`src/rtl/sram_bank_arbiter_pkg.sv`:
```
// -----------------------------------------------------------------------------
// sram_arb_pkg
// Shared types and sizes for the two-master SRAM bank arbiter.
//   ADDR_W : word address width (bank select in the top BANK_W bits)
//   DATA_W : data word width
//   BANK_W : bank-select bits, IDX_W : in-bank address bits
//   state_t: sequencer states, mid_t: master identifier
// -----------------------------------------------------------------------------
package sram_arb_pkg;
  localparam int ADDR_W = 18;
  localparam int DATA_W = 32;
  localparam int BANK_W = 4;
  localparam int IDX_W  = 14;

  typedef enum logic [1:0] {
    IDLE = 2'd0,
    ACC  = 2'd1,
    RDW  = 2'd2
  } state_t;

  typedef logic mid_t;
endpackage

```
`src/rtl/sram_bank_arbiter_if.sv`:
```
// -----------------------------------------------------------------------------
// sram_bank_arbiter_if
// Per-master request/response bundle.
//   req/we/addr/wdata : request side, driven by the master, held until gnt
//   gnt               : one-cycle pulse while the access is on the SRAM bus
//   rvalid/rdata      : read return, one-cycle pulse
// Modports: master (requester side), slave (arbiter side).
// -----------------------------------------------------------------------------
interface sram_bank_arbiter_if;
  import sram_arb_pkg::*;

  logic              req;
  logic              we;
  logic [ADDR_W-1:0] addr;
  logic [DATA_W-1:0] wdata;
  logic              gnt;
  logic              rvalid;
  logic [DATA_W-1:0] rdata;

  modport master (output req, we, addr, wdata, input gnt, rvalid, rdata);
  modport slave  (input req, we, addr, wdata, output gnt, rvalid, rdata);
endinterface

```
`src/rtl/sram_bank_arbiter_rr_arb2.sv`:
```
// -----------------------------------------------------------------------------
// rr_arb2
// Combinational two-way round-robin pick.
//   i_req[1:0] : request vector (bit n = master n)
//   i_last     : id of the most recent winner
//   o_gnt_id   : id of the chosen master (valid when o_any)
//   o_any      : at least one request present
// -----------------------------------------------------------------------------
module rr_arb2
  import sram_arb_pkg::*;
(
  input  logic [1:0] i_req,
  input  mid_t       i_last,
  output mid_t       o_gnt_id,
  output logic       o_any
);
  always_comb begin
    o_any = |i_req;
    // On a tie the master that did not win last time goes next; otherwise
    // the sole requester wins (bit 1 alone selects master 1).
    if (i_req == 2'b11) o_gnt_id = ~i_last;
    else                o_gnt_id = i_req[1];
  end
endmodule

```
`src/rtl/sram_bank_arbiter.sv`:
```
// -----------------------------------------------------------------------------
// sram_bank_arbiter
// Round-robin arbiter / access sequencer putting single-word requests from
// two masters onto the shared SRAM address/WEN/CEN bus of the bank decoder.
//   clk, rst           : clock, synchronous active-high reset
//   m0, m1             : master request/response bundles (slave modport)
//   mem_A/mem_D        : address and write data to the decoder
//   mem_WEN/mem_CEN    : active-low write enable / chip enable
//   mem_Q              : bank-muxed read data, valid the cycle after a read
// Every output comes straight from a register.
// -----------------------------------------------------------------------------
module sram_bank_arbiter
  import sram_arb_pkg::*;
(
  input  logic              clk,
  input  logic              rst,
  sram_bank_arbiter_if.slave m0,
  sram_bank_arbiter_if.slave m1,
  output logic [ADDR_W-1:0] mem_A,
  output logic              mem_WEN,
  output logic              mem_CEN,
  output logic [DATA_W-1:0] mem_D,
  input  logic [DATA_W-1:0] mem_Q
);
  logic [1:0]        w_req;
  logic [1:0]        w_we;
  logic [ADDR_W-1:0] w_addr  [2];
  logic [DATA_W-1:0] w_wdata [2];
  mid_t              w_win;
  logic              w_any;

  state_t            r_state,   w_state_next;
  mid_t              r_rr_last, w_rr_last_next;
  mid_t              r_id,      w_id_next;
  logic [ADDR_W-1:0] r_mem_a,   w_mem_a_next;
  logic [DATA_W-1:0] r_mem_d,   w_mem_d_next;
  logic              r_mem_wen, w_mem_wen_next;
  logic              r_mem_cen, w_mem_cen_next;
  logic [1:0]        r_gnt,     w_gnt_next;
  logic [1:0]        r_rvalid;
  logic [DATA_W-1:0] r_rdata [2];
  logic [1:0]        w_cap;

  assign w_req      = {m1.req, m0.req};
  assign w_we       = {m1.we, m0.we};
  assign w_addr[0]  = m0.addr;
  assign w_addr[1]  = m1.addr;
  assign w_wdata[0] = m0.wdata;
  assign w_wdata[1] = m1.wdata;

  rr_arb2 u_rr_arb2 (
    .i_req    (w_req),
    .i_last   (r_rr_last),
    .o_gnt_id (w_win),
    .o_any    (w_any)
  );

  // Next-state and next-output logic for the sequencer.
  always_comb begin
    w_state_next   = r_state;
    w_rr_last_next = r_rr_last;
    w_id_next      = r_id;
    w_mem_a_next   = r_mem_a;
    w_mem_d_next   = r_mem_d;
    w_mem_wen_next = 1'b1;
    w_mem_cen_next = 1'b1;
    w_gnt_next     = 2'b00;
    case (r_state)
      IDLE: begin
        if (w_any) begin
          w_state_next      = ACC;
          w_rr_last_next    = w_win;
          w_id_next         = w_win;
          w_mem_a_next      = w_addr[w_win];
          w_mem_d_next      = w_wdata[w_win];
          w_mem_wen_next    = ~w_we[w_win];
          w_mem_cen_next    = 1'b0;
          w_gnt_next[w_win] = 1'b1;
        end
      end
      // WEN still high here means the access on the bus is a read.
      ACC:     w_state_next = r_mem_wen ? RDW : IDLE;
      RDW:     w_state_next = IDLE;
      default: w_state_next = IDLE;
    endcase
  end

  always_ff @(posedge clk) begin
    if (rst) begin
      r_state   <= IDLE;
      r_rr_last <= 1'b1;
      r_id      <= 1'b0;
      r_mem_a   <= '0;
      r_mem_d   <= '0;
      r_mem_wen <= 1'b1;
      r_mem_cen <= 1'b1;
      r_gnt     <= 2'b00;
    end else begin
      r_state   <= w_state_next;
      r_rr_last <= w_rr_last_next;
      r_id      <= w_id_next;
      r_mem_a   <= w_mem_a_next;
      r_mem_d   <= w_mem_d_next;
      r_mem_wen <= w_mem_wen_next;
      r_mem_cen <= w_mem_cen_next;
      r_gnt     <= w_gnt_next;
    end
  end

  // Read return path: mem_Q is live during RDW and is captured for the
  // remembered winner only; the other master's rdata is left untouched.
  for (genvar gi = 0; gi < 2; gi++) begin : g_rd
    assign w_cap[gi] = (r_state == RDW) && (r_id == mid_t'(gi));

    always_ff @(posedge clk) begin
      if (rst) begin
        r_rvalid[gi] <= 1'b0;
        r_rdata[gi]  <= '0;
      end else begin
        r_rvalid[gi] <= w_cap[gi];
        if (w_cap[gi]) r_rdata[gi] <= mem_Q;
      end
    end
  end

  assign m0.gnt    = r_gnt[0];
  assign m1.gnt    = r_gnt[1];
  assign m0.rvalid = r_rvalid[0];
  assign m1.rvalid = r_rvalid[1];
  assign m0.rdata  = r_rdata[0];
  assign m1.rdata  = r_rdata[1];
  assign mem_A     = r_mem_a;
  assign mem_D     = r_mem_d;
  assign mem_WEN   = r_mem_wen;
  assign mem_CEN   = r_mem_cen;
endmodule

```
`src/flat_wrapper.sv`:
```
// flat-port wrapper written by rule: the top's interface ports become plain ports
module sram_bank_arbiter_flat import sram_arb_pkg::*;
  (clk, rst, mem_A, mem_WEN, mem_CEN, mem_D, mem_Q, m0_req, m0_we, m0_addr, m0_wdata, m0_gnt, m0_rvalid, m0_rdata, m1_req, m1_we, m1_addr, m1_wdata, m1_gnt, m1_rvalid, m1_rdata);
  sram_bank_arbiter_if m0_i ();
  sram_bank_arbiter_if m1_i ();
  input  logic clk;
  input  logic rst;
  output logic [ADDR_W-1:0] mem_A;
  output logic mem_WEN;
  output logic mem_CEN;
  output logic [DATA_W-1:0] mem_D;
  input  logic [DATA_W-1:0] mem_Q;
  input wire logic [$bits(m0_i.req)-1:0] m0_req;
  input wire logic [$bits(m0_i.we)-1:0] m0_we;
  input wire logic [$bits(m0_i.addr)-1:0] m0_addr;
  input wire logic [$bits(m0_i.wdata)-1:0] m0_wdata;
  output wire logic [$bits(m0_i.gnt)-1:0] m0_gnt;
  output wire logic [$bits(m0_i.rvalid)-1:0] m0_rvalid;
  output wire logic [$bits(m0_i.rdata)-1:0] m0_rdata;
  input wire logic [$bits(m1_i.req)-1:0] m1_req;
  input wire logic [$bits(m1_i.we)-1:0] m1_we;
  input wire logic [$bits(m1_i.addr)-1:0] m1_addr;
  input wire logic [$bits(m1_i.wdata)-1:0] m1_wdata;
  output wire logic [$bits(m1_i.gnt)-1:0] m1_gnt;
  output wire logic [$bits(m1_i.rvalid)-1:0] m1_rvalid;
  output wire logic [$bits(m1_i.rdata)-1:0] m1_rdata;
  assign m0_i.req = m0_req;
  assign m0_i.we = m0_we;
  assign m0_i.addr = m0_addr;
  assign m0_i.wdata = m0_wdata;
  assign m0_gnt = m0_i.gnt;
  assign m0_rvalid = m0_i.rvalid;
  assign m0_rdata = m0_i.rdata;
  assign m1_i.req = m1_req;
  assign m1_i.we = m1_we;
  assign m1_i.addr = m1_addr;
  assign m1_i.wdata = m1_wdata;
  assign m1_gnt = m1_i.gnt;
  assign m1_rvalid = m1_i.rvalid;
  assign m1_rdata = m1_i.rdata;
  sram_bank_arbiter u_core (.clk(clk), .rst(rst), .m0(m0_i), .m1(m1_i), .mem_A(mem_A), .mem_WEN(mem_WEN), .mem_CEN(mem_CEN), .mem_D(mem_D), .mem_Q(mem_Q));
endmodule
```
`config.mk`:
```
export PLATFORM = sky130hd
export DESIGN_NAME = sram_bank_arbiter_flat
export DESIGN_NICKNAME = d
export VERILOG_FILES = /design/src/rtl/sram_bank_arbiter_pkg.sv /design/src/rtl/sram_bank_arbiter_if.sv /design/src/rtl/sram_bank_arbiter_rr_arb2.sv /design/src/rtl/sram_bank_arbiter.sv /design/src/flat_wrapper.sv
export SDC_FILE = /design/constraint.sdc
export NUM_CORES = 1
export LEC_CHECK = 0
export CORE_UTILIZATION = 41
export DETAILED_ROUTE_END_ITERATION = 12
export GPL_TIMING_DRIVEN = 0
export MAX_ROUTING_LAYER = met4
export PLACE_DENSITY = 0.81
export SYNTH_ARGS = -nofsm -noshare
export SYNTH_HDL_FRONTEND = slang
export SYNTH_SLANG_ARGS = --single-unit
```
`constraint.sdc`:
```
create_clock -name clk -period 2.7 [get_ports clk]
set_input_delay 0.405 -clock clk [delete_from_list [all_inputs] [get_ports clk]]
set_output_delay 0.405 -clock clk [all_outputs]
set_load 0.03 [all_outputs]
```
**After elaboration in Yosys (flattened, before gate mapping)**

Memories as Yosys holds them, arrays and structs flattened.
Cells that the tools add are included.
W data, S select, Z words.

- Bits in registers: 60
- Bits in writable memories: 64
- Input port bits: 138
- Output and inout bits: 120
- Word-level logic and storage cells: 59
- Memories kept: 1

- $lt $le $gt $ge: 3
- Equal/unequal tests: 4
- Mux-type cells: 25
- Bitwise gates (word level): 8
- Reduce and logical (&&, ||, !) cells: 8

Memory list:

| name | words | bits a word | rd ports | clocked after Yosys merged registers in | wr ports | line | RTL |
|---|---|---|---|---|---|---|---|
| u_core.r_rdata | 2 | 32 | 2 | 0 | 2 | sram_bank_arbiter.sv:41 | `logic [DATA_W-1:0] r_rdata [2];` |

Operators by type and width:

| cell | number |
|---|---|
| $mux W32 | 5 |
| $mux W18 | 3 |
| $mux W1 | 13 |
| $not A1 Y1 | 5 |
| $eq A2 B2 Y1 const B | 2 |
| $mux W2 | 2 |
| $pmux W2 S2 | 1 |
| $reduce_or A2 Y1 | 2 |
| $logic_and A1 B1 Y1 | 3 |
| $reduce_or A3 Y1 | 1 |
| $eq A2 B1 Y1 const B | 1 |
| $ge A2 B2 Y1 const B | 1 |
| $logic_not A2 Y1 | 1 |
| $lt A1 B2 Y1 const B | 1 |
| $ne A2 B2 Y1 const B | 1 |
| $not A1 Y2 | 1 |
| $or A1 B1 Y1 | 2 |
| $reduce_and A2 Y1 | 1 |
| $demux W1 S1 | 1 |
| $ge A1 B1 Y1 const B | 1 |

**Longest topological paths before layout**

- Depth in word-level cells: 6
- Mapped depth: 6
- Mapped depth without buffers: 3

**Cells and area by module**

Synthesis repeated with hierarchy kept, for this count alone.

- Cell total of the unflattened synthesis: 388
- Area, all modules: 5,328.9 um^2

By module, submodules not included:

| module | times used | cells an instance | area each (um^2) | seq. area each (um^2) |
|---|---|---|---|---|
| sram_bank_arbiter | 1 | 386 | 5,315.1 | 3,123.0 |
| rr_arb2 | 1 | 2 | 13.8 | 0.0 |

**Worst setup path before layout**

No wires, ideal clock.

- Path kind: input port to flip-flop
- Start point: input rst
- End point: memory u_core.r_rdata[1][0] (enable)
- Library setup time: 0.394 ns
- Arrival: 1.823 ns
- Data required time: 2.306 ns
- Path slack: 0.483 ns
- Cell stages on the path: 3
- Buffers on the path: 2
- Cells stage by stage: clkbuf_1 -> clkbuf_1 -> nand2b_1

RTL lines:

| what | line | RTL |
|---|---|---|
| start: declaration | flat_wrapper.sv:7 | `input logic rst;` |
| end: declaration | sram_bank_arbiter.sv:41 |  |

==> impl_results.md <==
- Pwr Total: 5.755 mW
- Distinct cell type count after synthesis: 27
- Clock latency on the worst-skew pair: 0.41 ns
- CP Capture Type: flop
- Max Cap Viol: 0
- Largest net degree at the start of global routing: 33
- Post-synthesis to final-layout area growth: 63.94%
- FF/Latch Area: around 3100 µm²
- CP Launch Type: input port
- Die ar.: 13310 µm²
- Unrepaired setup endpoints after global routing: false
- Post-CTS sizing: 0
- Synthesized Nets: 594
- Critical Path RT: roughly 2.7 ns
- Die width: 115.4 µm
- CTS Sinks: approximately 120
- Seq/Total Area, Yosys: 59.26%
- ANT nets after route: 0
- Tmin final: 1.995 ns
- Maximum vdd drop: 325.0 µV
- Iteration-0 DRC Markers: 361
- Routed WL: between 10000 and 15000 µm
- Die Y: ~120 µm
- GR Util All Layers: a little under a quarter
- Initial antenna violation count: 0
- Worst Tran Pin Value: 0.8171 ns
- Clock buffer depth: 2
- HPWL Detailed: roughly 11000 µm
- Mean Syn Cell Area: 11.56 µm²
- HP Class: reg2reg
- Setup repair bufs after CTS: 0
- Number of synthesized flops with an enable pin: between 60 and 70
- Nets: between 800 and 900
- TritonCTS buffer count: 17
- Cell area after synthesis: 5270 µm²
- Placeable Area: 12570 µm²
- Via count: 4528
- PwrDens: roughly 670 nW/µm²
- Critical path buffers and inverters: 2
- Post-route DRC: 0
- Final Skew: roughly 0.011 ns
- First drt pass iteration count: 4
- Fill cell count: around 900
- N_diodes: 0
- Buffers on Ports: 256
- Leakage: 3.167 nW
- Clock tree root driver cell: clkbuf_16
- Slew margin rel.: 45.53%
- Max stage delay on crit path: between 0.7 and 0.8 ns
- Worst setup path class: in2reg
- Slowest-stage cell, CP: nand2b_2
- Crit-path max FO: 32
- Largest cells by area after synthesis: edfxtp_1 (36%), dfxtp_1 (23%), a311oi_2 (14%), and2_1 (7.7%), nand2_1 (7.4%)
- Final hold viol count: 0
- Period utilization: 73.89%
- Synth top area share: 36.47%
- Vias per cell: 4.943
- Post-synth top area cell: edfxtp_1
- Vias in the first global route: 4504
- Fin Hold WS: 0.4843 ns
- Starting Density: 41.93%
- First-pass GRT wire length: 22250 µm
- Crit path top cell by count: clkbuf_1
- # hold bufs at CTS: 0
- Yosys Warn Count: 0
- CTS tree: done
- WL per Instance: roughly 16 µm
- R2R Setup Slk: between 0.9 and 1 ns
- Asr flop ratio synth: 0%
- Max Fclk: 0.5012 GHz
- Top_reg_cell synth: edfxtp_1
- CTS clock-pin slew for the worst setup and hold paths: about 0.050 ns
- Synth Register Bits: around 120
- CP delay by family, top: buffers and inverters
- Final Max Tran Viols: 0
- H-tree depth: 4
- Worst EP arrival: 2.02 ns
- Rows: between 40 and 50
- Multi-input logic area: 1936 µm²
- Overflow after GRT: 0
- Synth Instances: 456
- Setup-failing EPs final: 0
- Status: finished clean
- Share of cells above drive strength 1: 12.90%
- Gp weighted congestion: 0.7989
- Critical path, cell by cell: clkbuf_1, clkbuf_1, nand2b_2
- Io pins: 258
==> Yosys cell counts, types with 2 or more instances <==
cell / instances
a21bo_2: 2
a21oi_1: 51
a311oi_2: 49
and2_1: 65
buf_2: 3
buf_6: 7
clkbuf_1: 31
dfxtp_1: 60
edfxtp_1: 64
nand2_1: 104
nand2b_1: 2
nor2_1: 2
nor3_1: 2
==> area by class of cell <==
type	count	share of cell area [%]
Clock buffer	18	4.967
Inverter	1	0.04345
Timing Repair Buffer	256	29.66
Buffer	41	2.433
Sequential cell	124	36.15
Multi-Input combinational cell	290	22.40
Clock inverter	14	1.854
Tap cell	172	2.491
==> flip-flops by register name (all words and copies together), names as in the netlist, 2 cells and up <==
name	count
u_core.mem_A	18
u_core.r_gnt	2
u_core.r_rdata	64
u_core.mem_D	32
u_core.r_state	2
==> per-stage QoR <==
| stage | setup slack (ns) | setup TNS [ns] | utilization [%] | instance area [µm²] | std cells |
|---|---|---|---|---|---|
| 2_1_floorplan | 0.4827 | 0 | - | 5270 | 456 |
| 3_3_place_gp | -0.2445 | -7.796 | 64.03 | 8048 | 884 |
| 3_5_place_dp | 0.2422 | 0 | 64.05 | 8050 | 884 |
| 4_1_cts | 0.6656 | 0 | 68.74 | 8640 | 916 |
| 5_1_grt | 0.5537 | 0 | 68.74 | 8640 | 916 |
| 6_report | 0.7048 | 0 | 68.74 | 8640 | 916 |
==> report_power, final <==
part	internal, mW	switching (mW)
registers	2.13	0.0745
clock network	1.38	0.885
logic	0.588	0.695
total	4.10	1.65
==> metal layers <==
layer,GRT usage [%],share of wire [%],up-vias
met5,-,0,-
met4,7.792,1.3,0
met3,6.642,9.0,17
met2,39.20,51,230
met1,25.30,39,2098
li1,-,-,2183
==> cells by family after synthesis <==
family	count (synthesis)	share of synthesized area, %
flip-flops	124	59.26
buffers and inverters	42	4.060
AO/OA/AOI/OAI	107	19.94
AND/OR/NAND/NOR	183	16.74
==> worst paths after layout <==
path | from | endpoint | cells after the start
min | u_core.mem_WEN$_SDFF_PP1_ | u_core.r_state[1]$_SDFFE_PP0P_ | 1
max reg2reg | u_core.r_state[1]$_SDFFE_PP0P_ | u_core.r_rdata[0][2]$_SDFFCE_PN0P_ | 4
max | rst | u_core.r_rdata[1][13]$_SDFFCE_PN0P_ | 3
min reg2reg | u_core.mem_WEN$_SDFF_PP1_ | u_core.r_state[1]$_SDFFE_PP0P_ | 1
==> cells in the final DEF (no fill, tap or decap), types with 2 or more instances in the layout <==
cell type,instances
a21bo_2,2
a21oi_1,51
a311oi_2,49
and2_1,65
buf_2,3
buf_6,7
bufinv_16,2
clkbuf_1,32
clkbuf_16,17
clkdlybuf4s50_1,256
clkinv_4,2
clkinvlp_4,3
dfxtp_1,60
edfxtp_1,64
inv_6,5
nand2_1,104
nor2_1,2
nor3_1,2
No activity file was read; power rests on OpenSTA's default activity.
